$ cat src/rtl/fp_mult_seq_pkg.sv
// Shared definitions for the sequential floating-point multiplier: FSM states,
// flag bit positions and binary32 field/classification helpers.
package fp_mult_seq_pkg;

    typedef enum logic [2:0] {
        IDLE   = 3'd0,
        UNPACK = 3'd1,
        MUL    = 3'd2,
        NORM   = 3'd3,
        DONE   = 3'd4
    } fsm_state_e;

    localparam int unsigned FLG_INVALID   = 32'd3;
    localparam int unsigned FLG_OVERFLOW  = 32'd2;
    localparam int unsigned FLG_UNDERFLOW = 32'd1;
    localparam int unsigned FLG_INEXACT   = 32'd0;

    typedef struct packed {
        logic        sign;
        logic [7:0]  exp;
        logic [22:0] frac;
    } float32_t;

    typedef enum logic [1:0] {
        FC_ZERO   = 2'd0,
        FC_NORMAL = 2'd1,
        FC_INF    = 2'd2,
        FC_NAN    = 2'd3
    } fp_class_e;

    // Denormals classify as zero because the multiplier flushes them.
    function automatic fp_class_e fp32_classify(input float32_t x);
        fp_class_e c;
        if (x.exp == 8'hFF) begin
            c = (x.frac == 23'd0) ? FC_INF : FC_NAN;
        end else if (x.exp == 8'h00) begin
            c = FC_ZERO;
        end else begin
            c = FC_NORMAL;
        end
        return c;
    endfunction

    function automatic logic fp32_is_nan(input float32_t x);
        return (fp32_classify(x) == FC_NAN);
    endfunction

endpackage

$ cat src/rtl/fp_round_norm.sv
// Combinational normalise / round-to-nearest-even / range check for the
// 2M-bit significand product. Flag outputs exist only with FP_FLAGS_EN.
module fp_round_norm
    import fp_mult_seq_pkg::*;
#(
    parameter int EXP_BITS  = 8,
    parameter int FRAC_BITS = 23,
    localparam int W = 1 + EXP_BITS + FRAC_BITS,
    localparam int M = FRAC_BITS + 1
) (
    input  logic [2*M-1:0]            prod,
    input  logic                      sign,
    input  logic signed [EXP_BITS+1:0] exp,
    output logic [W-1:0]              result
`ifdef FP_FLAGS_EN
    ,
    output logic                      overflow,
    output logic                      underflow,
    output logic                      inexact
`endif
);

    localparam int EW = EXP_BITS + 2;
    localparam logic signed [EW-1:0] EXP_ONE  = EW'(1);
    localparam logic signed [EW-1:0] EXP_ZERO = EW'(0);
    localparam logic signed [EW-1:0] EXP_MAX  = EW'((2 ** EXP_BITS) - 1);

    logic [M-1:0]           sig_s;
    logic                   guard_s;
    logic                   sticky_s;
    logic                   round_up_s;
    logic [M:0]             sum_s;
    logic signed [EW-1:0]   exp_adj_s;
    logic signed [EW-1:0]   exp_fin_s;
    logic [FRAC_BITS-1:0]   frac_fin_s;
    logic                   ovf_s;
    logic                   unf_s;

    // Pick the M-bit window, round it, and range-check the final exponent.
    always_comb begin
        sig_s      = '0;
        guard_s    = 1'b0;
        sticky_s   = 1'b0;
        exp_adj_s  = exp;
        if (prod[2*M-1]) begin
            sig_s     = prod[2*M-1:M];
            guard_s   = prod[M-1];
            sticky_s  = |prod[M-2:0];
            exp_adj_s = exp + EXP_ONE;
        end else begin
            sig_s     = prod[2*M-2:M-1];
            guard_s   = prod[M-2];
            sticky_s  = |prod[M-3:0];
            exp_adj_s = exp;
        end

        round_up_s = guard_s & (sticky_s | sig_s[0]);
        sum_s      = {1'b0, sig_s} + {{M{1'b0}}, round_up_s};

        // A rounding carry leaves 10...0, so the upper window is already 1.0.
        if (sum_s[M]) begin
            frac_fin_s = sum_s[M-1:1];
            exp_fin_s  = exp_adj_s + EXP_ONE;
        end else begin
            frac_fin_s = sum_s[M-2:0];
            exp_fin_s  = exp_adj_s;
        end

        ovf_s = (exp_fin_s >= EXP_MAX);
        unf_s = (exp_fin_s <= EXP_ZERO);

        if (ovf_s) begin
            result = {sign, {EXP_BITS{1'b1}}, {FRAC_BITS{1'b0}}};
        end else if (unf_s) begin
            result = {sign, {(W-1){1'b0}}};
        end else begin
            result = {sign, exp_fin_s[EXP_BITS-1:0], frac_fin_s};
        end
    end

`ifdef FP_FLAGS_EN
    assign overflow  = ovf_s;
    assign underflow = unf_s;
    assign inexact   = guard_s | sticky_s | ovf_s | unf_s;
`endif

endmodule

$ cat src/rtl/fp_mult_seq.sv
// Sequential shift-add floating-point multiplier with valid/ready handshakes.
// Optional macro FP_FLAGS_EN adds the {invalid,overflow,underflow,inexact} flags port.
module fp_mult_seq
    import fp_mult_seq_pkg::*;
#(
    parameter int EXP_BITS  = 8,
    parameter int FRAC_BITS = 23,
    localparam int W    = 1 + EXP_BITS + FRAC_BITS,
    localparam int BIAS = (2 ** (EXP_BITS - 1)) - 1
) (
    input  logic         clk,
    input  logic         rst_n,
    input  logic         in_valid,
    output logic         in_ready,
    input  logic [W-1:0] a,
    input  logic [W-1:0] b,
    output logic         out_valid,
    input  logic         out_ready,
    output logic [W-1:0] result
`ifdef FP_FLAGS_EN
    ,
    output logic [3:0]   flags
`endif
);

    localparam int M  = FRAC_BITS + 1;
    localparam int EW = EXP_BITS + 2;
    localparam int CW = $clog2(M);
    localparam logic signed [EW-1:0] BIAS_S = EW'(BIAS);
    localparam logic [W-1:0] QNAN = {1'b0, {EXP_BITS{1'b1}}, 1'b1, {(FRAC_BITS-1){1'b0}}};

    fsm_state_e             state_r;
    fsm_state_e             state_next_s;
    logic                   accept_s;
    logic                   in_ready_s;

    logic [W-1:0]           a_r;
    logic [W-1:0]           b_r;
    logic [2*M-1:0]         acc_r;
    logic [CW-1:0]          cnt_r;
    logic                   sign_r;
    logic signed [EW-1:0]   exp_r;
    logic [W-1:0]           result_r;
    logic                   out_valid_r;

    logic                   a_sign_s, b_sign_s;
    logic [EXP_BITS-1:0]    a_exp_s, b_exp_s;
    logic [FRAC_BITS-1:0]   a_frac_s, b_frac_s;
    logic [M-1:0]           a_sig_s, b_sig_s;
    logic                   a_nan_s, b_nan_s, a_inf_s, b_inf_s, a_zero_s, b_zero_s;
    logic                   special_s;
    logic [W-1:0]           spec_res_s;
    logic signed [EW-1:0]   exp_sum_s;
    logic [W-1:0]           rnd_result_s;

    assign a_sign_s = a_r[W-1];
    assign b_sign_s = b_r[W-1];
    assign a_exp_s  = a_r[W-2:FRAC_BITS];
    assign b_exp_s  = b_r[W-2:FRAC_BITS];
    assign a_frac_s = a_r[FRAC_BITS-1:0];
    assign b_frac_s = b_r[FRAC_BITS-1:0];
    assign a_sig_s  = {1'b1, a_frac_s};
    assign b_sig_s  = {1'b1, b_frac_s};

    // Denormals share the all-zero exponent with zero and are flushed alike.
    assign a_nan_s  = (&a_exp_s) & (|a_frac_s);
    assign b_nan_s  = (&b_exp_s) & (|b_frac_s);
    assign a_inf_s  = (&a_exp_s) & ~(|a_frac_s);
    assign b_inf_s  = (&b_exp_s) & ~(|b_frac_s);
    assign a_zero_s = ~(|a_exp_s);
    assign b_zero_s = ~(|b_exp_s);
    assign special_s = a_nan_s | b_nan_s | a_inf_s | b_inf_s | a_zero_s | b_zero_s;

    assign exp_sum_s = $signed({2'b00, a_exp_s}) + $signed({2'b00, b_exp_s}) - BIAS_S;

    // Special-operand result in priority order: NaN, inf*zero, inf, zero.
    always_comb begin
        spec_res_s = '0;
        if (a_nan_s || b_nan_s) begin
            spec_res_s = QNAN;
        end else if ((a_inf_s && b_zero_s) || (b_inf_s && a_zero_s)) begin
            spec_res_s = QNAN;
        end else if (a_inf_s || b_inf_s) begin
            spec_res_s = {a_sign_s ^ b_sign_s, {EXP_BITS{1'b1}}, {FRAC_BITS{1'b0}}};
        end else if (a_zero_s || b_zero_s) begin
            spec_res_s = {a_sign_s ^ b_sign_s, {(W-1){1'b0}}};
        end else begin
            spec_res_s = '0;
        end
    end

    // FSM state register.
    always_ff @(posedge clk or negedge rst_n) begin
        if (!rst_n) begin
            state_r <= IDLE;
        end else begin
            state_r <= state_next_s;
        end
    end

    // FSM next-state logic.
    always_comb begin
        state_next_s = state_r;
        case (state_r)
            IDLE:    state_next_s = in_valid ? UNPACK : IDLE;
            UNPACK:  state_next_s = special_s ? DONE : MUL;
            MUL:     state_next_s = (cnt_r == CW'(M - 1)) ? NORM : MUL;
            NORM:    state_next_s = DONE;
            DONE:    state_next_s = out_ready ? IDLE : DONE;
            default: state_next_s = IDLE;
        endcase
    end

    // FSM outputs: only the idle state accepts operands.
    always_comb begin
        in_ready_s = 1'b0;
        accept_s   = 1'b0;
        if (state_r == IDLE) begin
            in_ready_s = 1'b1;
            accept_s   = in_valid;
        end else begin
            in_ready_s = 1'b0;
            accept_s   = 1'b0;
        end
    end

    // Operand capture, shift-add multiply and result registers.
    always_ff @(posedge clk or negedge rst_n) begin
        if (!rst_n) begin
            a_r         <= '0;
            b_r         <= '0;
            acc_r       <= '0;
            cnt_r       <= '0;
            sign_r      <= 1'b0;
            exp_r       <= '0;
            result_r    <= '0;
            out_valid_r <= 1'b0;
        end else begin
            case (state_r)
                IDLE: begin
                    if (accept_s) begin
                        a_r <= a;
                        b_r <= b;
                    end
                end
                UNPACK: begin
                    sign_r <= a_sign_s ^ b_sign_s;
                    exp_r  <= exp_sum_s;
                    acc_r  <= '0;
                    cnt_r  <= '0;
                    if (special_s) begin
                        result_r <= spec_res_s;
                    end
                end
                MUL: begin
                    if (b_sig_s[cnt_r]) begin
                        acc_r <= acc_r + ({{M{1'b0}}, a_sig_s} << cnt_r);
                    end
                    cnt_r <= cnt_r + CW'(1);
                end
                NORM: begin
                    result_r <= rnd_result_s;
                end
                DONE: begin
                    result_r <= result_r;
                end
                default: begin
                    result_r <= result_r;
                end
            endcase
            out_valid_r <= (state_next_s == DONE);
        end
    end

`ifdef FP_FLAGS_EN
    logic [3:0] flags_r;
    logic       invalid_s;
    logic       rnd_ovf_s, rnd_unf_s, rnd_inx_s;

    assign invalid_s = ~(a_nan_s | b_nan_s) & ((a_inf_s & b_zero_s) | (b_inf_s & a_zero_s));

    fp_round_norm #(
        .EXP_BITS  (EXP_BITS),
        .FRAC_BITS (FRAC_BITS)
    ) u_round_norm (
        .prod      (acc_r),
        .sign      (sign_r),
        .exp       (exp_r),
        .result    (rnd_result_s),
        .overflow  (rnd_ovf_s),
        .underflow (rnd_unf_s),
        .inexact   (rnd_inx_s)
    );

    // Exception flags: cleared on acceptance, set in UNPACK or NORM.
    always_ff @(posedge clk or negedge rst_n) begin
        if (!rst_n) begin
            flags_r <= 4'd0;
        end else begin
            case (state_r)
                IDLE: begin
                    if (accept_s) begin
                        flags_r <= 4'd0;
                    end
                end
                UNPACK: begin
                    if (special_s) begin
                        flags_r[FLG_INVALID] <= invalid_s;
                    end
                end
                NORM: begin
                    flags_r[FLG_OVERFLOW]  <= rnd_ovf_s;
                    flags_r[FLG_UNDERFLOW] <= rnd_unf_s;
                    flags_r[FLG_INEXACT]   <= rnd_inx_s;
                end
                default: begin
                    flags_r <= flags_r;
                end
            endcase
        end
    end

    assign flags = flags_r;
`else
    fp_round_norm #(
        .EXP_BITS  (EXP_BITS),
        .FRAC_BITS (FRAC_BITS)
    ) u_round_norm (
        .prod      (acc_r),
        .sign      (sign_r),
        .exp       (exp_r),
        .result    (rnd_result_s)
    );
`endif

    assign in_ready  = in_ready_s;
    assign out_valid = out_valid_r;
    assign result    = result_r;

endmodule

$ cat config.mk
export PLATFORM = sky130hd
export DESIGN_NAME = fp_mult_seq
export DESIGN_NICKNAME = d
export VERILOG_FILES = /design/src/rtl/fp_mult_seq_pkg.sv /design/src/rtl/fp_round_norm.sv /design/src/rtl/fp_mult_seq.sv
export SDC_FILE = /design/constraint.sdc
export NUM_CORES = 1
export LEC_CHECK = 0
export CORE_ASPECT_RATIO = 0.8
export CORE_MARGIN = 8
export CORE_UTILIZATION = 40
export CTS_CLUSTER_DIAMETER = 60
export CTS_CLUSTER_SIZE = 24
export DETAILED_ROUTE_END_ITERATION = 10
export PLACE_DENSITY = 0.54
export SETUP_SLACK_MARGIN = 0.3
export SLEW_MARGIN = 10
export SYNTH_ARGS = -nofsm -noshare
export SYNTH_HDL_FRONTEND = slang
export SYNTH_HIERARCHICAL = 1
export SYNTH_SLANG_ARGS = --single-unit
$ cat constraint.sdc
create_clock -name clk -period 5.4 [get_ports clk]
set_clock_uncertainty 0.1 [all_clocks]
set_input_delay 0.54 -clock clk [delete_from_list [all_inputs] [get_ports clk]]
set_output_delay 0.54 -clock clk [all_outputs]
set_load 0.03 [all_outputs]
==> impl_metrics.env, run 1 <==
export IMPL_clkLatencyLatePin_ns=0.44
export IMPL_setup_worst_path_end_class="flop"
export IMPL_cpPeakStageDelay_ns=0.67
export IMPL_timing_final_crit_share=0.876
export IMPL_rsz0062_at_grt="false"
export IMPL_start_util=0.408
export IMPL_cts_tree="built"
export IMPL_netlist_instances=1520
export IMPL_ios=102
export IMPL_grt_pass1_vias=11200
export IMPL_track_usage=0.198
export IMPL_routed_wl_mm=38.5
export IMPL_final_common_cell="nand2_1"
export IMPL_hold_viol_final=0
export IMPL_grt_pass1_wl_mm=62.7
export IMPL_cts_buffers=17
export IMPL_pwr_share_comb=0.630
export IMPL_crit_type="reg -> reg"
export IMPL_clk_pin_slew_ns=0.07
export IMPL_setup_tns_ns=0
export IMPL_hold_path_class="in -> async"
export IMPL_p_per_area_nw_per_um2=626
export IMPL_required_ns=5.62
export IMPL_p_clk_frac=0.129
export IMPL_clk_path_buf_depth=2
export IMPL_viasPerCell=5.79
export IMPL_reg2reg_slack_ns=0.67
export IMPL_grt_ovfl_total=0
export IMPL_die_h_um=179
export IMPL_cts_num_sinks=164
export IMPL_wl_per_cell_um=19.2
export IMPL_crit_fanout=30
export IMPL_die_w_um=220
export IMPL_worst_hold_slack_ns=0.0377
export IMPL_synth_cell_type_count=86
export IMPL_worst_pin_slew_ns=1.16
export IMPL_coreArea_um2=32600
export IMPL_root_buffer="clkbuf_16"
export IMPL_slew_violations=0
export IMPL_finalCriticalPeriod_ns=4.73
export IMPL_status="finished clean"
export IMPL_die_area_um2=39400
export IMPL_finalSetupViolCount=0
export IMPL_gp_congestion=0.929
export IMPL_path_cells="mux4_2 > mux2i_1 > mux2_2 > o22ai_1 > ha_1 > a21oi_1 > a21o_1 > a211oi_1 > nor2_1 > o31ai_1 > a311oi_2 > o21a_1 > and4_1 > or3_1"
export IMPL_startpoint="cnt_r[0]"
export IMPL_synth_flop_cell="dfrtp_1"
export IMPL_rr_endpoint="acc_r[40]"
export IMPL_h_tree_depth=4
export IMPL_yosysWarnings=6
export IMPL_synth_area_um2=13300
export IMPL_ys_ff_latch=164
export IMPL_portBuffers=101
export IMPL_ir_drop_uv=271
export IMPL_r2r_start="cnt_r[0]"
export IMPL_vias=11600
export IMPL_maxSlewHeadroom=0.226
export IMPL_drt_pass1_iter_count=5
export IMPL_arrival_ns=4.96
export IMPL_post_dp_hpwl_mm=29.9
export IMPL_nets=1702
export IMPL_synth_seq_area_share=0.308
export IMPL_drv_cap=0
export IMPL_power_leakage_nw=6.35
export IMPL_async_flop_share=1.00
export IMPL_p_int_mw=4.86
export IMPL_synth_edf_count=0
export IMPL_power_frac_seq=0.241
export IMPL_ant_nets=0
export IMPL_startpoint_type="flop"
export IMPL_diodes=0
export IMPL_layout_drive_gt1_share=0.116
export IMPL_antenna_found_initial=1
export IMPL_r2r_cells=14
export IMPL_drt_iter0_markers=926
export IMPL_switching_share=0.490
export IMPL_p_sw_mw=4.67
export IMPL_mostFrequentLayoutCells="192 x nand2_1, 161 x dfrtp_1, 108 x a21oi_1"
export IMPL_grt_max_degree=82
export IMPL_area_delta_synth_final_pct=14.3
export IMPL_drcViolationCount=0
export IMPL_avgSynthCellArea_um2=8.76
export IMPL_slowest_stage="dfrtp_4"
export IMPL_syn_num_nets=1657
export IMPL_fmax_mhz=211
export IMPL_num_rows=59
-- power groups by stage --
stage	Combinational, mW	Sequential (mW)	Clock, mW
after floorplan	4.53	2.12	0
after global placement	5.92	2.31	0
after detailed placement	5.91	2.32	0
after CTS	5.95	2.29	1.26
after global routing	6.62	2.39	1.32
final	6.00	2.30	1.23
-- repair_timing --
action,CTS,global route
buffers inserted,0,0
hold buffers,0,0
gates resized for setup,0,2
setup endpoints to repair,0,2
hold endpoints to repair,0,0
-- worst max-delay path, delay by kind of cell, from the launching register on --
kind                       cells  cell delay (ns)
AOI/OAI and AO/OA              7             1.61
adders and majority gates      1             0.44
DFF                            1             0.67
muxes                          3             1.17
and+or+nand+nor                3             0.60
-- routing by layer --
metal,up-vias,part of all wire,global-route usage
li1,5659,-,-
met1,5572,0.52,0.302
met2,334,0.40,0.271
met3,50,0.063,0.0452
met4,2,0.020,0.0549
met5,-,0.00034,0
-- through the flow --
| stage | instance area (um2) | util | setup slack [ns] | instances | power, mW |
|---|---|---|---|---|---|
| after floorplan | 13300 | - | 0.907 | 1520 | 6.65 |
| after global placement | 14600 | 0.449 | 0.586 | 1973 | 8.23 |
| after detailed placement | 14600 | 0.449 | 0.563 | 1973 | 8.23 |
| after CTS | 15200 | 0.466 | 0.585 | 2005 | 9.51 |
| after global routing | 15200 | 0.467 | 0.381 | 2005 | 10.3 |
| final | 15200 | 0.467 | 0.668 | 2005 | 9.53 |
-- cells in the mapped netlist (11+ instances only) --
cell type	n	share of area
nand3_1	70	0.026
ha_1	67	0.063
nand2_1	192	0.054
a211oi_1	11	0.0062
mux2_2	82	0.069
nand4_1	31	0.015
nor2b_1	15	0.0070
clkbuf_1	70	0.020
mux4_2	12	0.020
xor2_1	43	0.028
o21ai_0	66	0.025
a21o_1	29	0.016
nor3_1	21	0.0079
nor2_1	103	0.029
o22ai_1	15	0.0070
nor4_1	23	0.011
and2_1	12	0.0056
dfrtp_1	164	0.31
inv_1	34	0.0096
a21oi_1	109	0.041
mux2i_1	47	0.035
xnor2_1	58	0.038
a22o_1	47	0.031
-- worst max-delay path by stage --
stage	end	slack (ns)	cells after the start
finish	acc_r[40]	0.67	14
global route	acc_r[40]	0.38	14
CTS	acc_r[40]	0.58	15
detailed placement	acc_r[40]	0.56	15
global placement	acc_r[40]	0.59	14
floorplan	acc_r[40]	0.91	19
-- layout make-up --
cell class / instances / area [um2]
clock buffers: 18 / 429
clock inverters: 14 / 148
fillers: 3234 / 17400
inverters: 35 / 131
multi-input cells: 1225 / 8700
flip-flops and latches: 164 / 4110
well taps: 427 / 534
repair buffers: 122 / 1170
-- cells by family after synthesis --
| kind of cell | after synthesis | share of synthesized area |
|---|---|---|
| mux | 145 | 0.128 |
| flops | 164 | 0.308 |
| xor+xnor | 102 | 0.0682 |
| buf+inv | 131 | 0.0404 |
| fa+ha+maj | 69 | 0.0659 |
| simple gates | 536 | 0.198 |
| compound gates | 373 | 0.191 |
-- flip-flops by register name (all words and copies together) (netlist names) --
register   cells
sign_r         1
result        32
out_valid      1
a_r           32
exp_r         10
acc_r         48
b_r           32
cnt_r          5
state_r        3
Power figures use the tool's default switching activity.
==> inputs of run 2 (changes only) <==
--- a/config.mk
+++ b/config.mk
@@ -11,6 +11,7 @@
 export CTS_CLUSTER_DIAMETER = 60
 export CTS_CLUSTER_SIZE = 24
 export DETAILED_ROUTE_END_ITERATION = 10
+export GPL_ROUTABILITY_DRIVEN = 0
 export PLACE_DENSITY = 0.54
 export SETUP_SLACK_MARGIN = 0.3
 export SLEW_MARGIN = 10
==> run 2 against run 1 <==
Net effect:
- cell count shrank 0.15%
- clock power grew 3%
- hold slack worse by 0.015 ns
- via count shrank 0.26%
==> impl_metrics.env, run 2 (synthesized netlist as in run 1, its figures left out) <==
export IMPL_cts_num_sinks=164
export IMPL_startpoint_type="flop"
export IMPL_finalSetupViolCount=0
export IMPL_cts_tree="built"
export IMPL_vias=11600
export IMPL_ios=102
export IMPL_startpoint="cnt_r[0]"
export IMPL_largest_register="acc_r"
export IMPL_clkLatencyLatePin_ns=0.45
export IMPL_rr_endpoint="acc_r[40]"
export IMPL_drcViolationCount=0
export IMPL_timing_final_crit_share=0.869
export IMPL_slew_violations=0
export IMPL_drt_iter0_markers=1053
export IMPL_viasPerCell=5.79
export IMPL_crit_fanout=33
export IMPL_num_rows=59
export IMPL_cts_buffers=17
export IMPL_required_ns=5.62
export IMPL_root_buffer="clkbuf_16"
export IMPL_die_h_um=179
export IMPL_mostFrequentLayoutCells="192 x nand2_1, 161 x dfrtp_1, 108 x a21oi_1"
export IMPL_rsz0062_at_grt="false"
export IMPL_setup_worst_path_end_class="flop"
export IMPL_grt_pass1_vias=11100
export IMPL_drt_pass1_iter_count=7
export IMPL_drv_cap=0
export IMPL_r2r_start="cnt_r[0]"
export IMPL_ir_drop_uv=266
export IMPL_grt_pass1_wl_mm=61.8
export IMPL_fill_cells=3231
export IMPL_coreArea_um2=32600
export IMPL_ant_nets=0
export IMPL_finalCriticalPeriod_ns=4.69
export IMPL_antenna_found_initial=1
export IMPL_post_cts_setup_buffers=0
export IMPL_fmax_mhz=213
export IMPL_status="finished clean"
export IMPL_worst_hold_slack_ns=0.0229
export IMPL_nets=1699
export IMPL_crit_type="reg -> reg"
export IMPL_arrival_ns=4.91
export IMPL_largest_register_ffs=48
export IMPL_dp_cells=1970
export IMPL_die_w_um=220
export IMPL_hold_path_class="in -> async"
export IMPL_power_leakage_nw=6.36
export IMPL_setup_tns_ns=0
export IMPL_area_delta_synth_final_pct=14.3
export IMPL_final_common_cell="nand2_1"
export IMPL_start_util=0.408
export IMPL_diodes=0
export IMPL_layout_drive_gt1_share=0.115
export IMPL_fin_cells=2002
export IMPL_final_util=0.467
export IMPL_grt_max_degree=81
export IMPL_portBuffers=101
export IMPL_wl_per_cell_um=19.1
export IMPL_p_per_area_nw_per_um2=627
export IMPL_clk_pin_slew_ns=0.08
export IMPL_worst_pin_slew_ns=1.22
export IMPL_routed_wl_mm=38.3
export IMPL_holdBufCountCts=0
export IMPL_r2r_cells=17
export IMPL_hold_viol_final=0
export IMPL_clk_path_buf_depth=2
export IMPL_die_area_um2=39400
export IMPL_maxSlewHeadroom=0.184
export IMPL_track_usage=0.195
export IMPL_reg2reg_slack_ns=0.71
export IMPL_grt_ovfl_total=0
export IMPL_post_dp_hpwl_mm=29.4
export IMPL_h_tree_depth=4
## run 2: cell count changes in the layout (fill, tap and decap cells not counted)
cell	previous run	this run
clkinvlp_4	2	0
clkinv_4	5	1
buf_4	21	18
inv_6	1	4
clkbuf_1	1	0
inv_8	4	6
clkinv_8	0	2
## run 2: what timing repair did
action / 4_1_cts / 5_1_grt
hold endpoints to repair: 0 / 0
setup endpoints to repair: 0 / 3
gates resized for setup: 0 / 2
## run 2: area by class of cell
cell class	count	area (um2)	share of cell area
Multi-Input combinational cell	1225	8700	0.571
Sequential cell	164	4110	0.270
Timing Repair Buffer	119	1150	0.0753
Tap cell	427	534	0.0351
Clock buffer	17	425	0.0279
Clock inverter	15	179	0.0118
Inverter	35	131	0.00863
## run 2: how the worst max path moves through the flow
stage / end / slack (ns) / depth (start not counted)
2_1_floorplan: acc_r[40] / 0.91 / 19
3_3_place_gp: acc_r[46] / 0.63 / 15
3_5_place_dp: acc_r[40] / 0.63 / 17
4_1_cts: acc_r[40] / 0.63 / 17
5_1_grt: acc_r[45] / 0.37 / 16
6_report: acc_r[40] / 0.71 / 17
## run 2: critical path, stage by stage, from the launching register on
cell and delay, ns:
dfrtp_4 0.69, mux2_2 0.41, o21ai_0 0.21, nor2_1 0.06
a21oi_1 0.19, nand2_1 0.07, o21ai_0 0.14, o22ai_1 0.17
ha_1 0.43, nand2_1 0.13, a21o_1 0.20, a211oi_1 0.30
nor2_1 0.08, o31ai_1 0.35, a311oi_2 0.23, o21a_1 0.25
and4_1 0.20, or3_1 0.34
## run 2: layer usage
layer,part of all wire,vias up,track usage
met1,0.52,5575,0.294
met3,0.056,35,0.0447
met2,0.41,305,0.277
li1,-,5670,-
met4,0.012,2,0.0438
met5,0.00034,-,0
## run 2: power by group
group          leakage, nW  switching [mW]  internal [mW]
combinational         3.98            3.48           2.49
sequential            2.08           0.604           1.69
clock                0.300           0.607          0.668
## run 2: stage by stage
stage / cell area (um2) / power (mW) / setup slack (ns)
2_1_floorplan: 13300 / 6.65 / 0.907
3_3_place_gp: 14600 / 8.15 / 0.632
3_5_place_dp: 14600 / 8.18 / 0.631
4_1_cts: 15200 / 9.51 / 0.625
5_1_grt: 15200 / 10.3 / 0.367
6_report: 15200 / 9.54 / 0.710
==> RTL edit, RTL diff (flow settings as in run 2) <==
`FRAC_BITS` is set to 23 in 2 places; all go to 21.
--- a/src/rtl/fp_round_norm.sv
+++ b/src/rtl/fp_round_norm.sv
@@ -4,7 +4,7 @@
     import fp_mult_seq_pkg::*;
 #(
     parameter int EXP_BITS  = 8,
-    parameter int FRAC_BITS = 23,
+    parameter int FRAC_BITS = 21,
     localparam int W = 1 + EXP_BITS + FRAC_BITS,
     localparam int M = FRAC_BITS + 1
 ) (
--- a/src/rtl/fp_mult_seq.sv
+++ b/src/rtl/fp_mult_seq.sv
@@ -4,7 +4,7 @@
     import fp_mult_seq_pkg::*;
 #(
     parameter int EXP_BITS  = 8,
-    parameter int FRAC_BITS = 23,
+    parameter int FRAC_BITS = 21,
     localparam int W    = 1 + EXP_BITS + FRAC_BITS,
     localparam int BIAS = (2 ** (EXP_BITS - 1)) - 1
 ) (
Interface: changed (resized a, b and result); port bits go from 102 to 96. No check against the original RTL was run, so the function may have changed too.
==> RTL edit against run 2 <==
Setup slack worse by 76 ps; synthesized cell count shrank 12%; first-iteration DRC count down 12%; area after synthesis fell by 8.6%; maximum frequency is 1.6% lower; sequential cell count fell by 10; final cell count down 9.2%; count of clock-buffer cells in the layout rose by 1; critical endpoint is now acc_r[43]; die area fell by 8.0%; final area decreased by 8.2%; power shrank 4.2%; sequential share of layout area rose by 0.60 points; wire length is 9.1% lower.
==> RTL edit: results (changes against run 2) <==
.. list-table::
   :header-rows: 1

   * - Metric
     - Value
   * - DRT iter0 DRCs
     - 929 (-12%)
   * - Clock root buffer
     - clkbuf_16
   * - Fill count
     - 2875 (-11%)
   * - Mean routed wirelength per cell
     - 19.2 um (+0.17%)
   * - Clock-pin slew on the worst setup and hold paths
     - 70 ps
   * - Fraction of the yosys area taken by sequential cells
     - 31.7% (+0.86 points)
   * - Worst min path class
     - register to register
   * - Final cell utilization of the core
     - 46.3% (-0.36 points)
   * - Most flops, register
     - acc_r
   * - Most common library cells after synthesis
     - nand2_1 (158), dfrtp_1 (154), o21ai_0 (88), a21oi_1 (80), nor2_1 (79)
   * - Antenna violations before repair
     - 1 (unchanged)
   * - Status
     - finished, final reports clean
   * - TritonCTS Buffers
     - 17 (unchanged)
   * - Normalized max-slew margin
     - 26.9% (+8.5 points)
   * - Layout cell share with drive strength beyond 1
     - 12.0% (+0.47 points)
   * - H-tree lvl count
     - 4 (unchanged)
   * - Total Routed Length
     - 34.8 mm (-9.1%)
   * - Wire length of the first global-routing pass
     - 56.1 mm (-9.3%)
   * - Worst supply voltage drop on vdd
     - 0.265 mV (-0.28%)
   * - Top post-synthesis cells by area
     - dfrtp_1 (32%), ha_1 (6.6%), mux2_2 (6.0%)
   * - Post-Place Cell Area
     - 13400 um2 (-8.4%)
   * - Worst-path fanout max
     - 20 (-39%)
   * - Leakage power figure
     - 0.00586 uW (-7.9%)
   * - Net count after synthesis
     - 1474 (-11%)
   * - Insertion delay to the later sink of the worst-skew pair
     - 440 ps
   * - Unique masters post-synth
     - 86 (unchanged)
   * - Detailed Routing Iterations Pass 1
     - 5 (-2)
   * - Yosys Warn Count
     - 6 (unchanged)
   * - Overall routing resource usage
     - 19.3% (-0.23 points)
   * - Prevailing post-synth register cell
     - dfrtp_1
   * - Half-perimeter wire length after placement
     - 26.3 mm (-11%)
   * - Average via count per standard cell
     - 5.75 (-0.66%)
   * - Port Buf Inserts
     - 95 (-5.9%)
   * - Final antenna diode count
     - 0 (unchanged)
   * - Async set-or-reset flop fraction in the synthesized netlist
     - 100% (unchanged)
   * - Deepest clock path buffer count
     - 2 (unchanged)
   * - Final setup violation count
     - 0 (unchanged)
   * - Via count of the first global-routing pass
     - 9824 (-11%)
   * - Signal arrival time at the worst endpoint
     - 4960 ps (+50 ps)
   * - Maximum number of pins on one net before global-route repair
     - 63 (-22%)
   * - Number of flip-flops under the largest register name
     - 44 (-8.3%)
   * - Cell count after placement
     - 1784 (-9.4%)
   * - Synth Instances
     - 1344 (-12%)
-- RTL edit: cell types whose count changed after synthesis, sizes merged, moves of 9 or more --
cell	delta
a21oi	-28
a21o	+17
nand2	-35
a22o	-21
clkbuf	-21
buf	+10
a221o	+9
nor2	-23
mux2	-21
mux2i	-10
nand3	-30
o21ai	+22
dfrtp	-10
-- RTL edit: layout make-up --
| class | count | share of cell area [%] |
|---|---|---|
| clock buffers | 18 | 3.07 |
| clock inverters | 14 | 0.967 |
| inverters | 31 | 0.860 |
| multi-input cells | 1074 | 55.9 |
| flip-flops and latches | 154 | 27.6 |
| well taps | 413 | 3.70 |
| repair buffers | 113 | 7.92 |
-- RTL edit: kinds of logic after synthesis --
group	Yosys count	share of synthesized area, %
AND/OR/NAND/NOR	436	18.1
AO/OA/AOI/OAI	355	19.4
buffers and inverters	116	4.24
XOR/XNOR	96	7.06
flip-flops	154	31.7
adder cells (fa/ha/maj)	66	6.91
multiplexers	121	12.6
-- RTL edit: final timing paths --
| kind | from | to | slack [ps] | cells past startpoint |
|---|---|---|---|---|
| min in group asynchronous | rst_n | result[9] | 520 | 2 |
| max reg2reg | cnt_r[0] | acc_r[43] | 630 | 17 |
| max | cnt_r[0] | acc_r[43] | 630 | 17 |
| min | result[0] | result[0] | 400 | 1 |
| max in group asynchronous | rst_n | a_r[17] | 3510 | 3 |
| min reg2reg | result[0] | result[0] | 400 | 1 |
-- RTL edit: per-stage QoR --
stage               power, uW  setup slack, ps
detailed placement       7870              655
finish                   9140              634
CTS                      9100              652
global route             9850              256
global placement         7850              774
floorplan                6410             1100
-- RTL edit: routing by layer --
layer	GRT usage (%)	part of all wire, %	up-vias
met5	0	0.032	-
li1	-	-	5067
met4	4.19	1.0	2
met3	3.61	5.4	30
met2	27.0	41	304
met1	29.9	53	5044
-- RTL edit: where the power goes --
part	total, uW	internal (uW)	switching [uW]	leakage, uW
sequential	2170	1610	565	0.00195
combinational	5770	2420	3340	0.00364
clock	1200	612	584	0.000270
-- RTL edit: what timing repair did --
item / in CTS / in global routing
gates resized for setup: 0 / 3
endpoints found under the setup margin: 0 / 3
hold buffers: 1 / 0
endpoints found under the hold margin: 48 / 0
buffers inserted: 0 / 0
-- RTL edit: worst max-delay path: stages, from the launching register on --
cell and delay (ps):
dfrtp_1 530, buf_12 220, mux4_2 540, nand2_1 80, nand2_1 100, o21ai_0 360, o22ai_1 200, ha_1 480
and4_1 260, nand4_1 130, nor3b_1 170, a21oi_1 220, nand2_1 170, o22a_1 290, a311oi_2 260, a41oi_1 170
a32oi_1 240, o31ai_1 110
